**config.mk**
```make
export PLATFORM = sky130hd
export DESIGN_NAME = board_store
export DESIGN_NICKNAME = d
export VERILOG_FILES = /design/src/rtl/board_store.sv
export SDC_FILE = /design/constraint.sdc
export NUM_CORES = 1
export LEC_CHECK = 0
export CORE_MARGIN = 10
export CORE_UTILIZATION = 47
export CTS_CLUSTER_DIAMETER = 150
export DETAILED_ROUTE_END_ITERATION = 12
export HOLD_SLACK_MARGIN = 0.05
export PLACE_DENSITY = 0.77
export SYNTH_ARGS = -nofsm -noshare
export SYNTH_HDL_FRONTEND = slang
export SYNTH_SLANG_ARGS = --single-unit
```
**constraint.sdc**
```tcl
create_clock -name clk -period 10.6 [get_ports clk]
set_input_delay 3.18 -clock clk [delete_from_list [all_inputs] [get_ports clk]]
set_output_delay 3.18 -clock clk [all_outputs]
set_load 0.01 [all_outputs]
```
**src/rtl/board_store.sv**
```systemverilog
// board_store: 64-square chess board register file.
// Takes single-square writes from the game logic and exports the packed board.
// Provides a registered read port for the renderer.
// Runs a 64-cycle sequenced reload of the start position on new_game.
// Optional feature macro: BOARD_CAPTURE_STATS_EN adds capture counters and
// king-capture game-over. When game_over is set, further writes are blocked.
module board_store (
  input  logic         clk,
  input  logic         rst,
  input  logic         wr_en,
  input  logic [5:0]   wr_addr,
  input  logic [3:0]   wr_piece,
  input  logic         new_game,
  input  logic [5:0]   rd_addr,
  output logic [3:0]   rd_piece,
  output logic [255:0] board_flat,
  output logic         busy,
  output logic [9:0]   ply_count,
  output logic [4:0]   white_lost,
  output logic [4:0]   black_lost,
  output logic         game_over,
  output logic         winner
);

  typedef enum logic {
    ST_IDLE = 1'b0,
    ST_LOAD = 1'b1
  } state_t;

  // Start-position contents of one square; row 0 is black's back rank.
  function automatic logic [3:0] start_piece(input logic [5:0] addr);
    logic [2:0] kind;
    case (addr[2:0])
      3'd0, 3'd7: kind = 3'd4;  // rook
      3'd1, 3'd6: kind = 3'd3;  // knight
      3'd2, 3'd5: kind = 3'd2;  // bishop
      3'd3:       kind = 3'd5;  // queen
      default:    kind = 3'd6;  // king
    endcase
    case (addr[5:3])
      3'd0:    start_piece = {1'b1, kind};
      3'd1:    start_piece = 4'h9;
      3'd6:    start_piece = 4'h1;
      3'd7:    start_piece = {1'b0, kind};
      default: start_piece = 4'h0;
    endcase
  endfunction

  state_t      state_q, state_d;
  logic [5:0]  load_addr_q, load_addr_d;
  logic [3:0]  board_q [64];
  logic [3:0]  board_d [64];
  logic [3:0]  rd_piece_q, rd_piece_d;
  logic [9:0]  ply_q, ply_d;
  logic        wr_blocked;
  logic        wr_accept;

`ifdef BOARD_CAPTURE_STATS_EN
  logic [4:0]  white_lost_q, white_lost_d;
  logic [4:0]  black_lost_q, black_lost_d;
  logic        game_over_q, game_over_d;
  logic        winner_q, winner_d;
  logic [3:0]  old_piece;
  logic        is_capture;

  assign wr_blocked = game_over_q;
  assign old_piece  = board_q[wr_addr];
  // A capture needs two non-empty pieces of opposite colour on the same square.
  assign is_capture = (old_piece[2:0] != 3'd0) && (wr_piece[2:0] != 3'd0) &&
                      (old_piece[3] != wr_piece[3]);
`else
  assign wr_blocked = 1'b0;
`endif

  // Writes from the game logic only land in IDLE; new_game always wins.
  assign wr_accept = (state_q == ST_IDLE) && wr_en && !new_game && !wr_blocked;

  // Next-state: reload sequencing, square writes, ply and capture bookkeeping.
  always_comb begin
    state_d     = state_q;
    load_addr_d = load_addr_q;
    ply_d       = ply_q;
    for (int i = 0; i < 64; i++) begin
      board_d[i] = board_q[i];
    end
`ifdef BOARD_CAPTURE_STATS_EN
    white_lost_d = white_lost_q;
    black_lost_d = black_lost_q;
    game_over_d  = game_over_q;
    winner_d     = winner_q;
`endif

    if (new_game) begin
      // Start (or restart) the reload from square 0 and clear game statistics.
      state_d     = ST_LOAD;
      load_addr_d = 6'd0;
      ply_d       = 10'd0;
`ifdef BOARD_CAPTURE_STATS_EN
      white_lost_d = 5'd0;
      black_lost_d = 5'd0;
      game_over_d  = 1'b0;
      winner_d     = 1'b0;
`endif
    end else if (state_q == ST_LOAD) begin
      board_d[load_addr_q] = start_piece(load_addr_q);
      load_addr_d          = load_addr_q + 6'd1;
      if (load_addr_q == 6'd63) begin
        state_d = ST_IDLE;
      end
    end else if (wr_accept) begin
      board_d[wr_addr] = wr_piece;
      // An erase write closes a move; the count saturates rather than wraps.
      if ((wr_piece[2:0] == 3'd0) && (ply_q != 10'd1023)) begin
        ply_d = ply_q + 10'd1;
      end
`ifdef BOARD_CAPTURE_STATS_EN
      if (is_capture) begin
        if (old_piece[3]) begin
          black_lost_d = black_lost_q + 5'd1;
        end else begin
          white_lost_d = white_lost_q + 5'd1;
        end
        if (old_piece[2:0] == 3'd6) begin
          game_over_d = 1'b1;
          winner_d    = wr_piece[3];
        end
      end
`endif
    end
  end

  // Display read port samples the registered board every cycle.
  always_comb begin
    rd_piece_d = board_q[rd_addr];
  end

  // Control and counter registers.
  always_ff @(posedge clk or posedge rst) begin
    if (rst) begin
      state_q     <= ST_IDLE;
      load_addr_q <= 6'd0;
      ply_q       <= 10'd0;
      rd_piece_q  <= 4'h0;
    end else begin
      state_q     <= state_d;
      load_addr_q <= load_addr_d;
      ply_q       <= ply_d;
      rd_piece_q  <= rd_piece_d;
    end
  end

  // Board squares reset straight to the start position.
  always_ff @(posedge clk or posedge rst) begin
    if (rst) begin
      for (int i = 0; i < 64; i++) begin
        board_q[i] <= start_piece(6'(i));
      end
    end else begin
      for (int i = 0; i < 64; i++) begin
        board_q[i] <= board_d[i];
      end
    end
  end

`ifdef BOARD_CAPTURE_STATS_EN
  // Capture statistics registers.
  always_ff @(posedge clk or posedge rst) begin
    if (rst) begin
      white_lost_q <= 5'd0;
      black_lost_q <= 5'd0;
      game_over_q  <= 1'b0;
      winner_q     <= 1'b0;
    end else begin
      white_lost_q <= white_lost_d;
      black_lost_q <= black_lost_d;
      game_over_q  <= game_over_d;
      winner_q     <= winner_d;
    end
  end

  assign white_lost = white_lost_q;
  assign black_lost = black_lost_q;
  assign game_over  = game_over_q;
  assign winner     = winner_q;
`else
  assign white_lost = 5'd0;
  assign black_lost = 5'd0;
  assign game_over  = 1'b0;
  assign winner     = 1'b0;
`endif

  // Pack the squares: square i occupies bits [4i+3:4i].
  for (genvar gi = 0; gi < 64; gi++) begin : g_flat
    assign board_flat[4*gi +: 4] = board_q[gi];
  end

  assign rd_piece  = rd_piece_q;
  assign busy      = (state_q == ST_LOAD);
  assign ply_count = ply_q;

endmodule
```
==> impl_metrics.ini <==
[placement]
routabilityCongestion = 0.916
dp_hpwl_um = 39100
portBuffers = 290

[power]
vdd_drop_max_mv = 0.120
p_clk_share_pct = 44.0
p_comb_share_pct = 12.4
switchingPower_uw = 694
p_int_uw = 1960
leakage_uw = 0.00772
p_seq_share_pct = 43.6
switching_share_pct = 26.2
p_per_area_nw_per_um2 = 137

[floorplan]
die-area_sq_um = 39800
row_count = 65
start_util_pct = 47.8
die_y_um = 200
coreArea_sq_um = 31700
ios = 303
die_w_um = 200

[clock_network]
cts.reportedPaths.clkPinSlew_ns = 0.06
cts_resized = 0
numCtsBuffers = 35
clock_path_buffers = 3
clockRootBuffer = clkbuf_16
post_cts_buffers = 0
cts_hold_buf = 0
numClockSinks = 277
cts_tree = done
htreeDepth = 2
clk_latency_ns = 0.51

[hold_path]
hold_start = board_flat[63]
hold_class = reg -> reg

[layout]
final_cell_mix = clkdlybuf4s50_1, dfrtp_1, mux2_2
mostFrequentLayoutCell = clkdlybuf4s50_1
syn_to_final_growth_pct = 27.7
finish.net_count = 1633
drive_gt1_share_pct = 24.2
fin_util_pct = 61.0

[global_route]
grt_pass1_wl_um = 84300
grt_pass1_vias = 13300
grt_overflow_total = 0
grt_usage_pct = 27.8
grt_antenna_before_repair = 2
grt_start_max_net_pins = 177

[yosys]
ys.flop_type = dfrtp_1
synth_seq_cells = 277
async_flop_share_pct = 100
yosys_warnings = 0
ys_seq_area_share_pct = 46.2
syn_area_sq_um = 15200
syn_avg_cell_area_sq_um = 11.1
synth_edf_count = 0
synthCells = 1368
synth_cell_types = 68

[drt]
routedWlPerCell_um = 28.0
drc_errors = 0
via_per_inst = 6.52
vias = 13300
ant_nets = 0
drt-pass1-iter-count = 6
drt_wl_total_um = 56900
drtIter0Drc = 1406

[sta]
finalClockSkew_ns = 0.0209
rsz0062_at_grt = no
finalCritPeriodShare_pct = 51.0
maxSlewViolCount = 0
post-route-min-period_ns = 5.41
finalSetupViolCount = 0
fmax_ghz = 0.185
setup_tns_ns = 0
final_hold_viol_count = 0
worstMarginPinSlew_ns = 1.27
slew_headroom_pct = 14.7

[worst_setup_path]
critPathMaxFanout = 8
cp-startpoint = wr_addr[2]
critPathKind = in -> reg
start_kind = primary input
timing.rr.start = busy
critPathArrivalTime_ns = 5.80
cp.required_ns = 10.99
crit_path_end_kind = register

[status]
status = finished, final reports clean

[job]
maxCapViolations = 0
-- cell families (layout without fill, tap and decap cells) --
| family | Yosys count | in the layout | synth area share, % |
|---|---|---|---|
| other cells | 1 | 13 | 0.0247 |
| xor+xnor | 13 | 13 | 0.751 |
| flops | 277 | 277 | 46.2 |
| buf+inv | 125 | 377 | 3.96 |
| fa+ha+maj | 6 | 6 | 0.495 |
| mux | 260 | 260 | 23.8 |
| simple gates | 402 | 402 | 12.1 |
| compound gates | 284 | 284 | 12.7 |
-- metrics by stage --
step                setup WS, ns  hold slack [ns]  power, uW  cell area (sq um)  instances
finish                      5.19            0.497       2650              19400       2034
global route                5.04            0.513       2740              19400       2034
CTS                         5.21            0.495       2660              19400       2033
detailed placement          4.67            0.486       1500              18200       1972
global placement            4.77            0.469       1490              18200       1972
floorplan                   3.80            0.479       1330              15200       1379
-- cell usage after synthesis (all sizes together), types with 3 or more instances --
cell type	instances	share of area, %
dfrtp	221	36
ha	6	0.50
a32o	3	0.20
a22o	5	0.29
nor3b	10	0.59
or2	6	0.25
nand2b	15	0.67
buf	65	2.5
mux2	172	13
o22a	3	0.17
nor3	10	0.47
and3b	6	0.35
a31oi	35	1.4
nor4	5	0.21
a21oi	35	1.3
nand3	15	0.50
inv	8	0.20
o221ai	12	0.69
clkbuf	52	1.3
or3	4	0.17
and3	3	0.12
nor2b	4	0.17
nand3b	3	0.15
a22oi	8	0.40
xnor2	10	0.58
nand4	7	0.33
o31ai	5	0.25
dfstp	56	9.7
mux2i	26	1.7
o22ai	92	3.8
nor2	158	3.9
o21ai	30	1.0
mux4	62	9.3
xor2	3	0.17
o2bb2ai	40	2.3
o21a	8	0.40
nand2	145	3.6
-- metal layers --
layer / global-route usage, % / wire, um
met5: 0 / 13
met4: 10.9 / 2180
met3: 9.05 / 7140
met2: 43.7 / 26400
met1: 35.0 / 21200
-- final timing paths --
kind / end / slack, ns / cells past startpoint
setup / recovery: board_flat[16] / 5.19 / 7
hold / removal: board_flat[63] / 0.50 / 2
setup reg to reg: board_flat[239] / 6.53 / 5
hold reg to reg: board_flat[63] / 0.50 / 2
max in group asynchronous: board_flat[165] / 6.06 / 3
min in group asynchronous: board_flat[16] / 3.15 / 2
-- area by class of cell --
cell class | count | area [sq um]
multi-input cells | 977 | 7640
well taps | 402 | 503
diodes | 1 | 2.50
clock inverters | 11 | 100
inverters | 8 | 33.8
clock buffers | 50 | 1030
repair buffers | 308 | 3040
flip-flops and latches | 277 | 7000
fillers | 2539 | 12400
-- registers in the layout, indices dropped and copies added, names as in the netlist --
signal / count
busy: 1
ply_count: 10
board_flat: 256
rd_piece: 4
load_addr_q: 6
-- worst max-delay path, stage by stage --
cell and delay, ns:
clkdlybuf4s50_1 0.63, nor3b_2 0.64, buf_4 0.35, nand2_1 0.15
o21ai_0 0.33, nand2_1 0.18, mux2_2 0.33
-- power by group through the flow --
stage | Combinational, uW | Sequential, uW | Clock [uW]
final | 329 | 1160 | 1170
after global routing | 347 | 1160 | 1230
after CTS | 327 | 1160 | 1180
after detailed placement | 325 | 1170 | 0
after global placement | 320 | 1170 | 0
after floorplan | 161 | 1170 | 0
Power figures use the tool's default switching activity.
